==> src/rtl/bcd_timer_pkg.sv <==
// Shared constants and helpers for the BCD down-timer: state encoding,
// the largest legal BCD digit and a digit clamp.
package bcd_timer_pkg;

    localparam logic [1:0] ST_IDLE = 2'd0;
    localparam logic [1:0] ST_RUN  = 2'd1;
    localparam logic [1:0] ST_DONE = 2'd2;

    localparam logic [3:0] BCD_MAX = 4'd9;

    // Non-decimal nibbles (A-F) are forced to 9 so the count stays valid BCD.
    function automatic logic [3:0] bcd_clamp(input logic [3:0] d);
        return (d > BCD_MAX) ? BCD_MAX : d;
    endfunction

endpackage

==> src/rtl/bcd_digit_dn.sv <==
// One BCD digit of the down-counter: loads a clamped preset, decrements on
// borrow-in and passes the borrow upward when it wraps from 0 to 9.
module bcd_digit_dn
    import bcd_timer_pkg::*;
(
    input  logic       clk,
    input  logic       clr,
    input  logic       ld,
    input  logic [3:0] ld_val,
    input  logic       bin,
    output logic [3:0] q,
    output logic       bout
);

    always_ff @(posedge clk or negedge clr) begin
        if (!clr) begin
            q <= 4'd0;
        end else if (ld) begin
            q <= bcd_clamp(ld_val);
        end else if (bin) begin
            q <= (q == 4'd0) ? BCD_MAX : q - 4'd1;
        end
    end

    assign bout = bin & (q == 4'd0);

endmodule

==> src/rtl/bcd_down_timer.sv <==
// Loadable multi-digit BCD down-counter/timer with IDLE/RUN/DONE control,
// a registered wrap (b) pulse and a registered expiry (done) pulse.
module bcd_down_timer
    import bcd_timer_pkg::*;
#(
    parameter int DIGITS = 2,
    parameter bit WRAP   = 1'b0
) (
    input  logic                clk,
    input  logic                clr,
    input  logic                load,
    input  logic [4*DIGITS-1:0] load_val,
    input  logic                start,
    input  logic                stop,
    input  logic                en,
    output logic [4*DIGITS-1:0] out,
    output logic                b,
    output logic                done,
    output logic                zero,
    output logic                busy
);

    localparam int W = 4 * DIGITS;

    logic [1:0]    state;
    logic [1:0]    state_nxt;
    logic          done_nxt;
    logic          b_nxt;
    logic          run_en;
    logic [DIGITS:0] borrow;

    // Digit chain: digit 0 takes the run enable, each higher digit the
    // borrow of the one below. Borrow out of the top digit means a full wrap.
    assign borrow[0] = run_en;

    for (genvar gi = 0; gi < DIGITS; gi++) begin : g_digit
        bcd_digit_dn u_digit (
            .clk    (clk),
            .clr    (clr),
            .ld     (load),
            .ld_val (load_val[4*gi +: 4]),
            .bin    (borrow[gi]),
            .q      (out[4*gi +: 4]),
            .bout   (borrow[gi+1])
        );
    end

    always_ff @(posedge clk or negedge clr) begin
        if (!clr) begin
            state <= ST_IDLE;
            done  <= 1'b0;
            b     <= 1'b0;
        end else begin
            state <= state_nxt;
            done  <= done_nxt;
            b     <= b_nxt;
        end
    end

    // Priority per edge: load > stop > start > en.
    always_comb begin
        state_nxt = state;
        done_nxt  = 1'b0;
        if (load) begin
            state_nxt = ST_IDLE;
        end else begin
            case (state)
                ST_IDLE: begin
                    if (start) begin
                        if (zero && !WRAP) begin
                            state_nxt = ST_DONE;
                            done_nxt  = 1'b1;
                        end else begin
                            state_nxt = ST_RUN;
                        end
                    end
                end
                ST_RUN: begin
                    if (stop) begin
                        state_nxt = ST_IDLE;
                    end else if (en && !WRAP && (out == W'(1))) begin
                        state_nxt = ST_DONE;
                        done_nxt  = 1'b1;
                    end
                end
                ST_DONE: state_nxt = ST_DONE;
                default: state_nxt = ST_IDLE;
            endcase
        end
        b_nxt = WRAP && borrow[DIGITS] && !load;
    end

    // Without WRAP a zero count never decrements, so it cannot roll to nines.
    always_comb begin
        zero   = (out == '0);
        busy   = (state == ST_RUN);
        run_en = busy && en && !stop && !load && (WRAP || !zero);
    end

endmodule

==> config.mk <==
export PLATFORM = sky130hd
export DESIGN_NAME = bcd_down_timer
export DESIGN_NICKNAME = d
export VERILOG_FILES = /design/src/rtl/bcd_timer_pkg.sv /design/src/rtl/bcd_digit_dn.sv /design/src/rtl/bcd_down_timer.sv
export SDC_FILE = /design/constraint.sdc
export NUM_CORES = 1
export LEC_CHECK = 0
export CORE_UTILIZATION = 44
export DETAILED_ROUTE_END_ITERATION = 8
export PLACE_DENSITY = 0.82
export SLEW_MARGIN = 20
export SYNTH_ARGS = -nofsm -noshare
export SYNTH_HDL_FRONTEND = slang
export SYNTH_HIERARCHICAL = 1
export SYNTH_SLANG_ARGS = --single-unit
export TNS_END_PERCENT = 5
==> constraint.sdc <==
create_clock -name clk -period 2.6 [get_ports clk]
set_clock_uncertainty 0.2 [all_clocks]
set_input_delay 0.52 -clock clk [delete_from_list [all_inputs] [get_ports clk]]
set_output_delay 0.52 -clock clk [all_outputs]
set_load 0.02 [all_outputs]
==> flow_metrics.env <==
export IMPL_status="finished clean"
export IMPL_worstSetupPathType="input pin to flop"
export IMPL_crit_fanout=3
export IMPL_path_cells="clkdlybuf4s50_1 > nor4b_4 > nand2_1 > nor2_2 > nor4b_4 > nor2b_4 > nor3b_4 > mux2i_1 > o21ai_1"
export IMPL_final_max_slew_viol_count=0
export IMPL_p_sw_share_pct=32.5
export IMPL_io_buffers=24
export IMPL_synth_area_um2=749
export IMPL_max_slew_margin_rel_pct=65.8
export IMPL_power_density_nw_per_um2=423
export IMPL_syn_area_per_cell_um2=10.1
export IMPL_cp_buffers_inverters=1
export IMPL_viasPerCell=5.61
export IMPL_cp_start_kind="input pin"
export IMPL_drv_cap=0
export IMPL_setup_slack_ns=0.133
export IMPL_dpl_hpwl_um=1330
export IMPL_ff2ff_path_depth=8
export IMPL_max_freq_mhz=405
export IMPL_clock_latency_ns=0.28
export IMPL_fin_cells=128
export IMPL_cp_top_family="simple AND/OR/NAND/NOR gates"
export IMPL_preCtsSetupSlack_ns=-0.230
export IMPL_diodes=0
export IMPL_die_w_um=43.3
export IMPL_rsz0062_at_grt="no"
export IMPL_syn_num_nets=88
export IMPL_cpPeakStageDelay_ns=0.46
export IMPL_final_area_um2=1130
export IMPL_grt_start_max_net_pins=19
export IMPL_nFillCells=113
export IMPL_ant_nets=0
export IMPL_p_comb_share_pct=31.2
export IMPL_clock_root_buffer="clkbuf_4"
export IMPL_tightestPinTransition_ns=0.511
export IMPL_worstReg2RegStart="state[1]$_DFFE_PN0P_"
export IMPL_setup_viol=0
export IMPL_p_leak_nw=0.442
export IMPL_drive_gt1_share_pct=20.5
export IMPL_htreeDepth=1
export IMPL_hold_path_class="input pin to async pin"
export IMPL_netlist_instances=74
export IMPL_vias=718
export IMPL_cp_data_required_time_ns=2.56
export IMPL_endpoint_kind="flop"
export IMPL_seq_area_um2=275
export IMPL_p_sw_uw=155
export IMPL_core_area_um2=1540
export IMPL_multiInputGateArea_um2=479
export IMPL_clock_path_buffers=2
export IMPL_yosys_warnings=6
export IMPL_path_clk_slew_ns=0.07
export IMPL_fp_dieH_um=43.3
export IMPL_ir_drop_mv=0.293
export IMPL_num_io_pins=26
export IMPL_clkPwrFrac_pct=25.4
export IMPL_antenna_found_initial=0
export IMPL_dpl_cell_count=122
export IMPL_wl_per_cell_um=14.3
export IMPL_reg2reg_slack_ns=0.28
export IMPL_grt_pass1_wl_um=2950
export IMPL_rows=14
export IMPL_track_usage_pct=22.5
export IMPL_nets=127
export IMPL_final_util_pct=73.2
export IMPL_drc_errors=0
export IMPL_fin_tns_setup_ns=0
export IMPL_initial_core_util_pct=48.6
export IMPL_synthToLayoutAreaGrowth_pct=50.6
export IMPL_p_int_uw=322
export IMPL_place_congestion=0.750
export IMPL_cts_sinks=11
export IMPL_worstPathArrival_ns=2.43
export IMPL_dieArea_um2=1870
export IMPL_cpMaxStageDelayCell="clkdlybuf4s50_1"
export IMPL_wl_um=1830
export IMPL_hold_viol=0
export IMPL_fin_crit_ns=2.47
export IMPL_r2r_end="g_digit[1].u_digit/q[2]$_DFFE_PN0P_"
export IMPL_grt_pass1_vias=643
export IMPL_cts_tree="done"
export IMPL_placed_cell_area_um2=1070
export IMPL_seqPwrFrac_pct=43.4
export IMPL_first_pass_iters=4
export IMPL_crit_top_cell="nor4b_4"
export IMPL_min_period_over_period_pct=94.9
export IMPL_drtIter0Drc=5
export IMPL_grt_ovfl_total=0
export IMPL_cts_made_buffers=3
## state kept, by name (all words and copies together) (netlist names)
register	cells
done	1
g_digit.u_digit/q	8
state	2
## placed cells by master, fill, tap and decap left out
master / instances
inv_1: 1
o21a_1: 2
nor2_1: 3
nor2b_4: 1
a31oi_1: 1
o211ai_1: 1
nor4b_2: 1
conb_1: 1
o21ai_1: 4
or2b_1: 1
a2bb2oi_1: 1
o22ai_1: 1
a22oi_1: 2
dlymetal6s2s_1: 1
nand3b_1: 2
clkbuf_1: 1
nand3_1: 1
xnor2_1: 4
mux2i_1: 2
nor3b_4: 1
nand2b_1: 5
nor2b_1: 3
a21oi_1: 2
nor4_4: 1
dfrtp_1: 11
clkbuf_4: 3
nand2_1: 5
nor3_1: 1
a211oi_1: 2
nor4b_4: 3
and3_1: 1
clkdlybuf4s50_1: 22
nor2_2: 1
buf_4: 11
o21ai_0: 6
dlygate4sd2_1: 1
nor3b_2: 1
and3b_1: 1
## per-layer routing
metal  up-vias  track usage (%)  wire [um]
met3         4             6.38        108
met5         -                0          0
met2        35             34.9        905
met4         0             10.9         32
li1        346                -          -
met1       333             28.3        783
## how the worst max path moves through the flow
stage / startpoint / endpoint / slack (ns) / cells past startpoint
2_1_floorplan: g_digit[0].u_digit/q[1]$_DFFE_PN0P_ / g_digit[1].u_digit/q[2]$_DFFE_PN0P_ / 0.09 / 8
3_3_place_gp: load / g_digit[1].u_digit/q[2]$_DFFE_PN0P_ / -0.12 / 9
3_5_place_dp: load / g_digit[1].u_digit/q[2]$_DFFE_PN0P_ / -0.23 / 9
4_1_cts: load / g_digit[1].u_digit/q[2]$_DFFE_PN0P_ / 0.004 / 9
5_1_grt: load / g_digit[1].u_digit/q[2]$_DFFE_PN0P_ / 0.03 / 9
6_report: load / g_digit[1].u_digit/q[2]$_DFFE_PN0P_ / 0.13 / 9
## power groups by stage
stage               combinational, mW  sequential, mW  clock [mW]
CTS                             0.147           0.206       0.127
global route                    0.161           0.209       0.136
global placement                0.143           0.209           0
finish                          0.149           0.207       0.121
floorplan                      0.0472           0.228           0
detailed placement              0.146           0.209           0
## per-stage QoR
step | power [mW] | hold WS [ns]
floorplan | 0.275 | 0.0244
global placement | 0.352 | 0.389
detailed placement | 0.355 | 0.397
CTS | 0.480 | 0.391
global route | 0.505 | 0.415
finish | 0.477 | 0.379
## worst reg2reg max path, cell delays in order (launching register included)
cell and delay (ns):
dfrtp_1 0.48, nor4b_4 0.34, nand2_1 0.11, nor2_2 0.13, nor4b_4 0.24, nor2b_4 0.21
nor3b_4 0.22, mux2i_1 0.21, o21ai_1 0.07
## final cells by class
cell class,instances,area share [%]
Clock buffer,4,2.33
Inverter,1,0.333
Multi-Input combinational cell,61,42.5
Sequential cell,11,24.4
Tap cell,16,1.77
Timing Repair Buffer,35,28.7
## repair_timing
item,in CTS,in global routing
endpoints found under the setup margin,1,3
buffers inserted,0,2
pin swaps,0,1
endpoints found under the hold margin,0,0
cloned,0,0
hold buffers,0,0
gates resized for setup,1,5
(Power assumes the default switching activity.)
